===== src/rtl/pll_lock_monitor.sv =====
// Multi-channel PLL lock supervisor: 2-flop sync, stability qualification, loss/timeout tracking.
// Optional auto-retry of a timed-out PLL is enabled with `define PLL_MON_AUTORETRY_EN.

module pll_mon_ch #(
  parameter int QUAL_CYCLES    = 1024,
  parameter int TIMEOUT_CYCLES = 65536,
  parameter int RST_PULSE      = 16,
  parameter int CNT_W          = 3,
  parameter int CW             = 17
) (
  input  logic             clk,
  input  logic             rst,
  input  logic             pll_lock,
  input  logic             clr_err,
  output logic             pll_rst_o,
  output logic             lock_ok,
  output logic             err_sticky,
  output logic             timeout_flag,
  output logic [CNT_W-1:0] loss_cnt
);

`ifdef PLL_MON_AUTORETRY_EN
  typedef enum logic [1:0] {WAIT_LOCK, QUALIFY, LOCKED, RST_HOLD} st_e;
`else
  typedef enum logic [1:0] {WAIT_LOCK, QUALIFY, LOCKED} st_e;
`endif

  st_e           state, st_d;
  logic [CW-1:0] cnt, cnt_d;
  logic [1:0]    sync_q;
  logic          lock_s;
  logic          loss_evt, to_evt;

  assign lock_s = sync_q[1];

  always_ff @(posedge clk or posedge rst) begin
    if (rst) begin
      sync_q <= '0;
      state  <= WAIT_LOCK;
      cnt    <= '0;
    end else begin
      sync_q <= {sync_q[0], pll_lock};
      state  <= st_d;
      cnt    <= cnt_d;
    end
  end

  always_comb begin
    st_d     = state;
    cnt_d    = cnt;
    loss_evt = 1'b0;
    to_evt   = 1'b0;
    case (state)
      WAIT_LOCK: begin
        if (lock_s) begin
          st_d  = QUALIFY;
          cnt_d = '0;
        end else if (cnt == CW'(TIMEOUT_CYCLES - 1)) begin
          to_evt = 1'b1;
`ifdef PLL_MON_AUTORETRY_EN
          st_d   = RST_HOLD;
          cnt_d  = '0;
`else
          // park one past the threshold so the timeout fires exactly once
          cnt_d  = CW'(TIMEOUT_CYCLES);
`endif
        end else if (cnt != CW'(TIMEOUT_CYCLES)) begin
          cnt_d = cnt + CW'(1);
        end
      end
      QUALIFY: begin
        if (!lock_s) begin
          st_d  = WAIT_LOCK;
          cnt_d = '0;
        end else if (cnt == CW'(QUAL_CYCLES - 1)) begin
          st_d  = LOCKED;
          cnt_d = '0;
        end else begin
          cnt_d = cnt + CW'(1);
        end
      end
      LOCKED: begin
        if (!lock_s) begin
          st_d     = WAIT_LOCK;
          cnt_d    = '0;
          loss_evt = 1'b1;
        end
      end
`ifdef PLL_MON_AUTORETRY_EN
      RST_HOLD: begin
        if (cnt == CW'(RST_PULSE - 1)) begin
          st_d  = WAIT_LOCK;
          cnt_d = '0;
        end else begin
          cnt_d = cnt + CW'(1);
        end
      end
`endif
      default: begin
        st_d  = WAIT_LOCK;
        cnt_d = '0;
      end
    endcase
  end

  always_comb begin
    lock_ok   = (state == LOCKED);
    pll_rst_o = 1'b0;
`ifdef PLL_MON_AUTORETRY_EN
    pll_rst_o = (state == RST_HOLD);
`endif
  end

  // a coincident event beats clr_err
  always_ff @(posedge clk or posedge rst) begin
    if (rst) begin
      loss_cnt     <= '0;
      err_sticky   <= 1'b0;
      timeout_flag <= 1'b0;
    end else begin
      if (loss_evt) begin
        loss_cnt   <= clr_err ? CNT_W'(1) : ((&loss_cnt) ? loss_cnt : loss_cnt + CNT_W'(1));
        err_sticky <= 1'b1;
      end else if (clr_err) begin
        loss_cnt   <= '0;
        err_sticky <= 1'b0;
      end
      if (to_evt)       timeout_flag <= 1'b1;
      else if (clr_err) timeout_flag <= 1'b0;
    end
  end

endmodule

module pll_lock_monitor #(
  parameter int CH_NUM         = 2,
  parameter int QUAL_CYCLES    = 1024,
  parameter int TIMEOUT_CYCLES = 65536,
  parameter int RST_PULSE      = 16,
  parameter int CNT_W          = 3
) (
  input  logic                    clk,
  input  logic                    rst,
  input  logic [CH_NUM-1:0]       pll_lock,
  input  logic                    clr_err,
  output logic [CH_NUM-1:0]       pll_rst_o,
  output logic [CH_NUM-1:0]       lock_ok,
  output logic                    all_locked,
  output logic [CH_NUM-1:0]       err_sticky,
  output logic [CH_NUM-1:0]       timeout_flag,
  output logic [CH_NUM*CNT_W-1:0] loss_cnt
);

  localparam int MAX_QT = (QUAL_CYCLES > TIMEOUT_CYCLES) ? QUAL_CYCLES : TIMEOUT_CYCLES;
  localparam int MAXC   = (MAX_QT > RST_PULSE) ? MAX_QT : RST_PULSE;
  localparam int CW     = $clog2(MAXC + 1);

  logic [CH_NUM-1:0][CNT_W-1:0] loss_cnt_ch;

  for (genvar i = 0; i < CH_NUM; i++) begin : g_ch
    pll_mon_ch #(
      .QUAL_CYCLES   (QUAL_CYCLES),
      .TIMEOUT_CYCLES(TIMEOUT_CYCLES),
      .RST_PULSE     (RST_PULSE),
      .CNT_W         (CNT_W),
      .CW            (CW)
    ) u_ch (
      .clk         (clk),
      .rst         (rst),
      .pll_lock    (pll_lock[i]),
      .clr_err     (clr_err),
      .pll_rst_o   (pll_rst_o[i]),
      .lock_ok     (lock_ok[i]),
      .err_sticky  (err_sticky[i]),
      .timeout_flag(timeout_flag[i]),
      .loss_cnt    (loss_cnt_ch[i])
    );
  end

  assign loss_cnt   = loss_cnt_ch;
  assign all_locked = &lock_ok;

endmodule


===== config.mk =====
export PLATFORM = sky130hd
export DESIGN_NAME = pll_lock_monitor
export DESIGN_NICKNAME = d
export VERILOG_FILES = /design/src/rtl/pll_lock_monitor.sv
export SDC_FILE = /design/constraint.sdc
export NUM_CORES = 1
export LEC_CHECK = 0
export CAP_MARGIN = 10
export CORE_ASPECT_RATIO = 0.5
export CORE_UTILIZATION = 49
export DETAILED_ROUTE_END_ITERATION = 8
export PLACE_DENSITY = 0.68
export SKIP_CTS_REPAIR_TIMING = 1
export SLEW_MARGIN = 20
export SYNTH_ARGS = -nofsm -noshare
export SYNTH_HDL_FRONTEND = slang
export SYNTH_SLANG_ARGS = --single-unit

===== constraint.sdc =====
create_clock -name clk -period 3.9 [get_ports clk]
set_input_delay 0.585 -clock clk [delete_from_list [all_inputs] [get_ports clk]]
set_output_delay 0.585 -clock clk [all_outputs]
set_load 0.02 [all_outputs]

=== Word level (Yosys, flattened, before mapping) ===
Cells that the tools add are included.

* Flip-flop bits (word level): 52
* Bits of input ports: 5

* Add/sub/neg operators: 4
* Equality and inequality tests: 20
* Muxes and demuxes: 46
* Reduce and logical (&&, ||, !) cells: 15

{| class="wikitable"
|+ Operators by type and width
! operator !! count
|-
| two-way mux 17 bit || 12
|-
| one-hot mux 17 bit (3 select lines) || 2
|-
| adder 17 x 1 -> 17 bit, second input constant || 2
|-
| == test 17 x 10 -> 1 bit, second input constant || 2
|-
| == test 17 x 16 -> 1 bit, second input constant || 2
|-
| != test 17 bit, second input constant || 2
|-
| two-way mux 3 bit || 7
|-
| two-way mux 2 bit || 8
|-
| two-way mux 1 bit || 15
|-
| one-hot mux 2 bit (3 select lines) || 2
|-
| AND reduction 3 bit || 4
|-
| AND reduction 2 bit || 5
|-
| != test 2 bit, second input constant || 4
|-
| != test 4 x 1 -> 1 bit, second input constant || 2
|-
| nonzero test 2 bit || 4
|-
| adder 3 x 1 -> 3 bit, second input constant || 2
|-
| != test 3 bit, second input constant || 2
|-
| == test 2 x 1 -> 1 bit, second input constant || 2
|-
| == test 2 bit, second input constant || 2
|-
| zero test 2 bit || 2
|-
| != test 2 x 1 -> 1 bit, second input constant || 2
|}

=== Logic depth before layout (Yosys ltp) ===
Gate-level depths: netlist (run 1).

* Depth in word-level cells: 5
* Mapped depth: 11
* Depth with buffers taken out: 10

=== Hierarchy ===
A second synthesis (run 1) with hierarchy kept.

* Cells, all modules: 325
* Area total of the unflattened synthesis: 3012.9 sq um

{| class="wikitable"
|+ Modules (own cells, without submodules)
! module !! times used !! cells an instance !! area an instance (sq um) !! sequential area each (sq um)
|-
| pll_mon_ch at g_ch[0].u_ch || 1 || 164 || 1530.2 || 650.6
|-
| pll_mon_ch at g_ch[1].u_ch || 1 || 160 || 1476.4 || 650.6
|-
| pll_lock_monitor || 1 || 1 || 6.3 || 0.0
|}

=== Worst setup path before layout (run 1) ===
Ideal clock, no wire load.

* Path kind: register to register
* Start point: register g_ch[0].u_ch.cnt[0]
* End point: register g_ch[0].u_ch.cnt[7]
* Library setup time: 126 ps
* Data arrival time: 2463 ps
* Data required time: 3774 ps
* Path slack: 1311 ps
* Cell stages (with the launch flop): 10
* Clock period less this slack: 2589 ps
* Cell sequence: dfrtp_1 ha_1 and3_1 nand3_2 nor4_1 ha_1 or4_4 o31ai_4 nor2_2 a221o_1

* Cells in the longest elaborated chain, start to end: 5
* Elaborated cells between the ends (all ways): 12
* Those cells by class: add/sub (1); eq/ne (4); mux (6); reduce/logical (1)

{| class="wikitable"
|+ RTL lines
! item !! line !! text
|-
| start: declaration || 29 || <nowiki>logic [CW-1:0] cnt, cnt_d;</nowiki>
|-
| start signal: assignment || 44 || <nowiki>cnt <= cnt_d;</nowiki>
|-
| adder 17 x 1 -> 17 bit || 68, 79 ||
|-
| two-way mux 17 bit || 67 || <nowiki>end else if (cnt != CW'(TIMEOUT_CYCLES)) begin</nowiki>
|-
| two-way mux 17 bit || 58 || <nowiki>end else if (cnt == CW'(TIMEOUT_CYCLES - 1)) begin</nowiki>
|-
| two-way mux 17 bit || 55 || <nowiki>if (lock_s) begin</nowiki>
|-
| one-hot mux 17 bit (3 select lines) || 53 || <nowiki>case (state)</nowiki>
|}

Parallel ways exist; a longest one is shown, timed or not. The select of a mux whose other input is x is not followed.
A chain may end at the register's enable or synchronous reset.

=== Worst setup path after layout (run 1) ===
* Start point: register g_ch[0].u_ch.cnt[0]
* End point: register g_ch[0].u_ch.cnt[2]

Same word-level chain as after synthesis.

==> reports/qor.csv, run 1 <==
stage;metric;value;unit
run_status;outcome;completed;
synthesis;yosysMostFrequentCell;dfrtp_1;
sta;clock_skew;0.005269;ns
global_route;antenna_found_initial;0;
worst_setup_path;critPathLaunchType;register;
sta;rsz0062_at_grt;false;
die;die-width;112.7;um
power_and_ir_drop;power.leakage;0.001384;uW
clocking;cts_tree;done;
clocking;cts_root_buffer;clkbuf_16;
cells_and_area;final_util;0.5798;
routing;vias;2396;
routing;drtIter0Drc;145;
global_route;grt-ovfl-total;0;
global_route;grt_first_pass_wirelength;10430;um
clocking;clkLatencyLatePin;0.30;ns
routing;vias_per_cell;5.960;
die;start_util;0.5285;
sta;slew_violations;0;
worst_setup_path;reg2reg_from;g_ch[0].u_ch.cnt[0];
cells_and_area;num-nets-final;344;
die;dieArea;6464;sq um
worst_setup_path;rr_worst_depth;10;
hold_path;hold_path_class;register to register;
hold_path;hold_end;g_ch[0].u_ch.sync_q[1];
sta;finalHoldViolCount;0;
sta;setup_viol;0;
synthesis;ys_types;58;
routing;routedWlPerCell;15.24;um
synthesis;yosysWarnings;0;
placement;dpl_cell_area;3141;sq um
die;core;5682;sq um
synthesis;synthTopCellsByCount;dfrtp_1 (52), nand2_1 (32), nor2_1 (29);
sta;layout_min_cycle_time;3.100;ns
clocking;htree_levels;2;
worst_setup_path;path_max_fanout;15;
placement;port_buffers;17;
sta;worstMarginPinSlew;0.9140;ns
routing;drc;0;
global_route;grt_start_max_net_pins;53;
global_route;grt_pass1_vias;2185;
worst_setup_path;critPathMostFrequentCell;ha_1;
synthesis;avgSynthCellArea;9.268;sq um
worst_setup_path;cp_cell_sequence;ha_1 > and3_1 > nand3_2 > nor4_1 > ha_1 > or4_4 > nand4_1 > o21bai_4 > nand2b_1 > o21ai_0;
synthesis;synth_area_leaders;dfrtp_1 (43%), ha_1 (4.2%), nand2_1 (4.0%), o21ai_0 (3.7%), nor2_1 (3.6%);
routing;ant_nets;0;
die;io_pins;20;
worst_setup_path;crit_slowest_cell;nand2b_1;
sta;setup_ws;0.8000;ns
worst_setup_path;critPathBufInv;0;
global_route;groute.usage.overall;0.2070;
worst_setup_path;crit_arrival;3.26;ns
worst_setup_path;critPathMaxStageDelay;0.46;ns
placement;dp_hpwl;4200;um
placement;place_inst;395;
hold_path;min_from;g_ch[0].u_ch.sync_q[0];
placement;dp_slack;0.8037;ns
synthesis;ys.flop_type;dfrtp_1;
placement;gp_congestion;0.8305;
synthesis;yosys_register_bits;52;
cells_and_area;final_layout_size_suffix_gt1_frac;0.08511;
cells_and_area;diodes;0;
sta;finalCritPeriodShare;0.7949;
sta;timing.slew.headroom;0.3900;
routing;wirelength;6127;um
die;die_h;57.36;um
cells_and_area;syn2layout_area_growth;9.708;%
worst_setup_path;ff2ff_setup_slack;0.80;ns
worst_setup_path;crit_path_end_kind;register;
cells_and_area;fin_cells;402;
synthesis;syn_area;3003;sq um
cells_and_area;ff_latch_area;1301;sq um
synthesis;synth_seq_area_share;0.4333;
worst_setup_path;r2r_end;g_ch[0].u_ch.cnt[2];
clocking;cts_buffers;5;
die;rows;19;
synthesis;synthArstFlopShare;1.000;
sta;finalSetupTns;0;ns
synthesis;synthCells;324;
worst_setup_path;required;4.06;ns
clocking;clkSinkCount;52;
worst_setup_path;crit_family;simple AND/OR/NAND/NOR gates;
synthesis;synth_edf_count;0;
sta;max_freq;322.6;MHz
clocking;clk_transition_reported_paths;0.07;ns
run;maxCapViolCount;0;
worst_setup_path;critical_path_class;register to register;
power_and_ir_drop;peakVddDrop;0.1553;mV
cells_and_area;num-fill-cells;484;
hold_path;hold_path_depth;0;
synthesis;synth_top_area_cell;dfrtp_1;
cells_and_area;multi_input_area;1506;sq um
routing;drt-pass1-iter-count;4;
synthesis;synth_top_area_frac;0.4333;
clocking;clock_path_buffers;2;
cells_and_area;fin_area;3294;sq um
power_and_ir_drop;p_per_area;331.8;nW/um^2
-- power by group --
group | switching (uW) | internal (uW)
registers | 11.8 | 548
logic | 43.6 | 24.8
clock network | 195 | 270
-- cells by family after synthesis --
logic type               Yosys count  share of synthesized area
AND/OR/NAND/NOR                  140                     0.2483
AO/OA/AOI/OAI                     75                     0.1863
flip-flops                        52                     0.4333
buffers and inverters             39                    0.06625
adder cells (fa/ha/maj)           10                    0.04167
multiplexers                       6                    0.02000
other                              1                   0.001249
XOR/XNOR                           1                   0.002917
-- sequential cells by signal, summed over array words and instances (netlist names) --
| name | count |
|---|---|
| g_ch.u_ch.state | 4 |
| g_ch.u_ch.loss_cnt | 6 |
| g_ch.u_ch.sync_q | 4 |
| g_ch.u_ch.err_sticky | 2 |
| g_ch.u_ch.cnt | 34 |
| g_ch.u_ch.timeout_flag | 2 |
-- final cells by class --
cell class,instances,share of cell area
clock buffer,7,0.04633
inverter,19,0.02203
multi-input combinational,234,0.4573
sequential,52,0.3950
tap,73,0.02773
timing repair buffer,17,0.05165
-- cell usage in the layout (no fill, tap or decap), drive strengths merged, types with 3 or more instances in the layout --
cell / count
nand3: 13
nor4: 8
nand2b: 7
mux2i: 6
clkdlybuf4s50: 17
o22ai: 4
and4: 4
a31oi: 6
nand4: 7
dfrtp: 52
and3: 7
o31ai: 10
nor2: 30
clkbuf: 7
a21oi: 7
o21ai: 23
a2bb2oi: 6
a22o: 4
ha: 10
nand2: 32
and2: 4
nor3: 12
nor4b: 3
inv: 18
-- how the worst max path moves through the flow --
stage	start	end	slack, ns	cells past startpoint
2_1_floorplan	g_ch[0].u_ch.cnt[0]	g_ch[0].u_ch.cnt[7]	1.31	9
3_3_place_gp	g_ch[0].u_ch.cnt[0]	g_ch[0].u_ch.cnt[7]	0.95	9
3_5_place_dp	g_ch[0].u_ch.cnt[0]	g_ch[0].u_ch.cnt[2]	0.80	10
4_1_cts	g_ch[0].u_ch.cnt[0]	g_ch[0].u_ch.cnt[0]	0.82	10
5_1_grt	g_ch[0].u_ch.cnt[0]	g_ch[0].u_ch.cnt[2]	0.56	10
6_report	g_ch[0].u_ch.cnt[0]	g_ch[0].u_ch.cnt[2]	0.80	10
-- routing by layer --
metal  track usage  up-vias  wire length (um)
met4       0.05333        0                59
li1              -     1182                 -
met3       0.05101        7               265
met1        0.2934     1164              3042
met2        0.3210       43              2760
met5             0        -                 0
-- stage by stage --
stage | total power [uW] | hold WS, ns
final | 1093 | 0.3461
after global routing | 1136 | 0.3570
after CTS | 1107 | 0.3484
after detailed placement | 638.0 | 0.3347
after global placement | 635.9 | 0.3323
after floorplan | 622.0 | 0.3312
No activity file was read; power rests on OpenSTA's default activity.
==> inputs of run 2 (changes only) <==
- clock period: 3.9 -> 3.2 ns (I/O delays scaled with it)
==> run 2 against run 1 <==
  * Worst setup slack got worse by 0.52 ns
  * Fmax rose by 6.2%
  * Global-route usage rose by 0.76 points
  * Largest power group unchanged
  * Flip-flop and latch count did not move
  * Via count did not move
  * Design area rose by 1.8%
  * Power rose by 27%
  * Register-to-register slack got worse by 0.52 ns
  * Critical path depth rose by 1
  * Worst hold slack improved by 0.0053 ns
  * Critical path type unchanged
  * Utilization rose by 1.0 points
  * Largest cell class unchanged
  * Cell count rose by 1.7%
==> reports/qor.csv, run 2 (synthesis results as in run 1) <==
stage;metric;value;unit
run_status;outcome;completed;
cells_and_area;num-nets-final;350;
cells_and_area;largest_register_ffs;34;
cells_and_area;fin_area;3353;sq um
die;start_util;0.5285;
sta;finalSetupTns;0;ns
sta;worstMarginPinSlew;0.7371;ns
power_and_ir_drop;seqPwrFrac;0.492;
cells_and_area;syn2layout_area_growth;11.67;%
worst_setup_path;reg2reg_from;g_ch[0].u_ch.cnt[0];
worst_setup_path;crit_arrival;3.09;ns
clocking;htree_levels;2;
routing;routedWlPerCell;15.24;um
worst_setup_path;required;3.37;ns
cells_and_area;layout_commonest_cell;dfrtp_1;
sta;slew_violations;0;
die;die-width;112.7;um
die;core;5682;sq um
power_and_ir_drop;power.share.switching;0.2285;
worst_setup_path;critPathLaunchType;register;
cells_and_area;layout_common_cells;dfrtp_1 (52), nand2_1 (32), nor2_1 (29);
die;die_h;57.36;um
die;io_pins;20;
cells_and_area;final_util;0.5902;
placement;dp_hpwl;4397;um
power_and_ir_drop;pwr-share-clk;0.446;
power_and_ir_drop;power.leakage;0.001417;uW
sta;max_freq;342.6;MHz
clocking;clkLatencyLatePin;0.30;ns
clocking;clkSinkCount;52;
sta;rsz0062_at_grt;false;
hold_path;hold_path_class;register to register;
hold_path;hold_path_depth;0;
hold_path;hold_end;g_ch[0].u_ch.sync_q[1];
placement;gp_congestion;0.8795;
power_and_ir_drop;switching_power;316.3;uW
routing;drtIter0Drc;121;
die;dieArea;6464;sq um
hold_path;min_from;g_ch[0].u_ch.sync_q[0];
sta;setup_viol;0;
cells_and_area;top_register;g_ch.u_ch.cnt;
die;rows;19;
routing;drc;0;
clocking;cts_tree;done;
routing;ant_nets;0;
clocking;clock_path_buffers;2;
clocking;clk_transition_reported_paths;0.07;ns
sta;finalHoldViolCount;0;
worst_setup_path;path_max_fanout;15;
sta;clock_skew;0.008398;ns
global_route;grt_start_max_net_pins;25;
cells_and_area;top_regs;g_ch.u_ch.cnt x34, g_ch.u_ch.loss_cnt x6;
placement;port_buffers;17;
worst_setup_path;ff2ff_setup_slack;0.28;ns
global_route;grt-ovfl-total;0;
power_and_ir_drop;peakVddDrop;0.2247;mV
power_and_ir_drop;p_int;1068;uW
cells_and_area;num-fill-cells;492;
placement;dpl_cell_area;3186;sq um
sta;finalCritPeriodShare;0.9122;
sta;layout_min_cycle_time;2.919;ns
global_route;grt_pass1_vias;2285;
cells_and_area;final_layout_size_suffix_gt1_frac;0.1042;
routing;vias_per_cell;5.858;
routing;drt-pass1-iter-count;4;
routing;vias;2396;
power_and_ir_drop;p_per_area;412.7;nW/um^2
clocking;cts_buffers;5;
global_route;antenna_found_initial;0;
worst_setup_path;rr_worst_depth;11;
worst_setup_path;critical_path_class;register to register;
power_and_ir_drop;p_comb_frac;0.062;
routing;wirelength;6234;um
global_route;groute.usage.overall;0.2146;
worst_setup_path;crit_path_end_kind;register;
sta;timing.slew.headroom;0.5048;
clocking;cts_root_buffer;clkbuf_16;
run;maxCapViolCount;0;
global_route;grt_first_pass_wirelength;10870;um
worst_setup_path;r2r_end;g_ch[0].u_ch.cnt[11];
cells_and_area;diodes;0;
==> run 2: worst max-delay path by stage <==
stage	slack, ns	startpoint	cells past startpoint	end
6_report	0.28	g_ch[0].u_ch.cnt[0]	11	g_ch[0].u_ch.cnt[11]
3_3_place_gp	0.40	g_ch[0].u_ch.cnt[0]	11	g_ch[0].u_ch.cnt[8]
5_1_grt	0.07	g_ch[0].u_ch.cnt[0]	11	g_ch[0].u_ch.cnt[11]
2_1_floorplan	0.61	g_ch[0].u_ch.cnt[0]	9	g_ch[0].u_ch.cnt[7]
4_1_cts	0.26	g_ch[0].u_ch.cnt[0]	11	g_ch[0].u_ch.cnt[11]
3_5_place_dp	0.32	g_ch[0].u_ch.cnt[0]	11	g_ch[0].u_ch.cnt[8]
==> run 2: layout make-up <==
type,count,area [sq um],share of cell area
Clock buffer,5,125.1,0.03731
Clock inverter,3,42.54,0.01269
Inverter,19,71.32,0.02127
Multi-Input combinational cell,234,1506,0.4493
Sequential cell,52,1301,0.3881
Tap cell,73,91.34,0.02724
Timing Repair Buffer,23,215.2,0.06418
==> run 2: power by group through the flow <==
stage	registers (uW)	logic [uW]	clock network (uW)
floorplan	689	69.2	0
global placement	693	83.8	0
finish	681	86.0	617
detailed placement	694	86.3	0
global route	684	96.4	652
CTS	681	87.3	631
==> run 2: stage by stage <==
stage | setup slack (ns) | hold WS, ns | total power (uW) | instances
global route | 0.07412 | 0.3607 | 1432 | 409
CTS | 0.2617 | 0.3516 | 1399 | 409
floorplan | 0.6107 | 0.3312 | 758.1 | 325
finish | 0.2810 | 0.3513 | 1384 | 409
detailed placement | 0.3174 | 0.3364 | 780.4 | 401
global placement | 0.4010 | 0.3333 | 777.1 | 401
==> run 2: critical path, cell delays in order, from the launching register on <==
cell	delay (ns)
dfrtp_1	0.41
ha_1	0.23
and3_1	0.27
nand3_2	0.10
nor4_1	0.30
ha_1	0.25
or4_4	0.16
nand4_1	0.14
o21bai_4	0.38
nand2b_1	0.30
buf_4	0.19
o31ai_2	0.07
==> run 2: metal layers <==
metal  up-vias  global-route usage  wire (um)
li1       1191                   -          -
met1      1158              0.2866       3094
met2        39              0.3545       2829
met3         8             0.04782        248
met4         0             0.06667         61
met5         -                   0          0
==> inputs of run 3 (changes only) <==
- CELL_PAD_IN_SITES_DETAIL_PLACEMENT: default -> 0
- CELL_PAD_IN_SITES_GLOBAL_PLACEMENT: default -> 2
- CORE_UTILIZATION: 49 -> 37
- PLACE_DENSITY: 0.68 -> default
- PLACE_DENSITY_LB_ADDON: default -> 0.1
==> run 3 against run 2 <==
  * Power down 4.3%
  * Cell count up 9.0%
  * Fmax up 0.62%
  * Clock skew down 0.0041 ns
  * Worst setup slack better by 0.018 ns
  * Critical endpoint is now g_ch[0].u_ch.cnt[7]
  * Via count down 1.0%
==> reports/qor.csv, run 3 (synthesis results as in run 1) <==
stage;metric;value;unit
sta;setup_viol;0;
worst_setup_path;critPathMostFrequentCell;ha_1;
die;start_util;0.3953;
die;dieArea;8502;sq um
die;die-width;129.4;um
clocking;clkLatencyLatePin;0.29;ns
die;die_h;65.70;um
global_route;grt_first_pass_wirelength;11560;um
power_and_ir_drop;peakVddDrop;0.2168;mV
global_route;grt_pass1_vias;2415;
worst_setup_path;critPathMaxStageDelay;0.41;ns
routing;ant_nets;0;
sta;layout_min_cycle_time;2.901;ns
power_and_ir_drop;power.leakage;0.001431;uW
worst_setup_path;crit_arrival;3.08;ns
global_route;grt-ovfl-total;0;
sta;finalSetupTns;0;ns
global_route;grt_start_max_net_pins;30;
clocking;cts_buffers;5;
power_and_ir_drop;power;1324;uW
sta;worstMarginPinSlew;0.7526;ns
placement;dp_hpwl;4803;um
worst_setup_path;required;3.38;ns
sta;max_freq;344.7;MHz
clocking;cts_tree;done;
cells_and_area;top_register;g_ch.u_ch.cnt;
global_route;groute.usage.overall;0.1766;
cells_and_area;layout_commonest_cell;dfrtp_1;
clocking;cts_root_buffer;clkbuf_16;
routing;drc;0;
worst_setup_path;critical_path_class;register to register;
cells_and_area;top_regs;g_ch.u_ch.cnt x34, g_ch.u_ch.loss_cnt x6;
placement;port_buffers;17;
die;rows;22;
routing;vias;2371;
cells_and_area;num-nets-final;352;
routing;wirelength;6570;um
clocking;clock_path_buffers;2;
cells_and_area;syn2layout_area_growth;13.50;%
clocking;htree_levels;2;
die;io_pins;20;
worst_setup_path;crit_path_end_kind;register;
sta;rsz0062_at_grt;false;
cells_and_area;final_layout_size_suffix_gt1_frac;0.1124;
hold_path;hold_path_class;register to register;
routing;routedWlPerCell;14.73;um
sta;slew_violations;0;
sta;timing.slew.headroom;0.4944;
cells_and_area;num-fill-cells;745;
cells_and_area;layout_common_cells;dfrtp_1 (52), nand2_1 (32), nor2_1 (29);
clocking;clk_transition_reported_paths;0.07;ns
worst_setup_path;path_max_fanout;10;
worst_setup_path;crit_slowest_cell;dfrtp_1;
die;core;7597;sq um
worst_setup_path;cp_cell_sequence;ha_1 > and3_1 > nand3_2 > nor4_1 > ha_1 > or4_4 > nand4_1 > o21bai_4 > buf_12 > nor2_2 > a221o_1;
power_and_ir_drop;p_per_area;388.4;nW/um^2
routing;vias_per_cell;5.316;
sta;finalCritPeriodShare;0.9066;
global_route;antenna_found_initial;0;
placement;gp_congestion;0.7901;
run_status;outcome;completed;
clocking;clkSinkCount;52;
run;maxCapViolCount;0;
routing;drtIter0Drc;90;
sta;clock_skew;0.004260;ns
sta;finalHoldViolCount;0;
cells_and_area;diodes;0;
cells_and_area;largest_register_ffs;34;
routing;drt-pass1-iter-count;4;
worst_setup_path;critPathLaunchType;register;
[run 3: area by class of cell]
cell class	instances	area, sq um	share of cell area
clock buffers	6	138.9	0.04075
repair buffers	25	242.7	0.07122
flip-flops and latches	52	1301	0.3818
inverters	19	71.32	0.02093
multi-input cells	234	1509	0.4427
well taps	108	135.1	0.03965
clock inverters	2	10.01	0.002937
[run 3: final timing paths]
kind                                         from                     end  slack, ns  cells after the start
max in group asynchronous                     rst  g_ch[1].u_ch.sync_q[0]       1.95                      3
max                           g_ch[0].u_ch.cnt[0]     g_ch[0].u_ch.cnt[7]       0.30                     11
min reg2reg                g_ch[0].u_ch.sync_q[0]  g_ch[0].u_ch.sync_q[1]       0.35                      0
min                        g_ch[0].u_ch.sync_q[0]  g_ch[0].u_ch.sync_q[1]       0.35                      0
min in group asynchronous                     rst  g_ch[0].u_ch.sync_q[1]       0.59                      2
max reg2reg                   g_ch[0].u_ch.cnt[0]     g_ch[0].u_ch.cnt[7]       0.30                     11
[run 3: critical path, delay by kind of cell (launching register included)]
kind | cells | cell delay [ns]
flip-flops | 1 | 0.41
AND/OR/NAND/NOR | 6 | 1.18
adder cells (fa/ha/maj) | 2 | 0.48
buffers and inverters | 1 | 0.16
AO/OA/AOI/OAI | 2 | 0.55
[run 3: power breakdown]
group          internal [uW]  leakage (uW)  switching [uW]
Clock                    309     0.0000766             244
Sequential               667      0.000709            14.4
Combinational           34.9      0.000646            54.3
Total                   1010       0.00143             312
[run 3: through the flow]
step | cell area, sq um | instances | worst slack (ns) | hold slack [ns] | util
after floorplan | 3007 | 325 | 0.6107 | 0.3312 | -
after global placement | 3257 | 438 | 0.2974 | 0.3340 | 0.4287
after detailed placement | 3257 | 438 | 0.1794 | 0.3379 | 0.4287
after CTS | 3406 | 446 | 0.1721 | 0.3515 | 0.4483
after global routing | 3408 | 446 | 0.08528 | 0.3651 | 0.4486
final | 3408 | 446 | 0.2989 | 0.3462 | 0.4486
[run 3: metal layers]
layer	global-route usage	wire (um)
met5	0	0
met3	0.03909	147
met4	0.04706	49
met2	0.3125	3231
met1	0.2183	3141
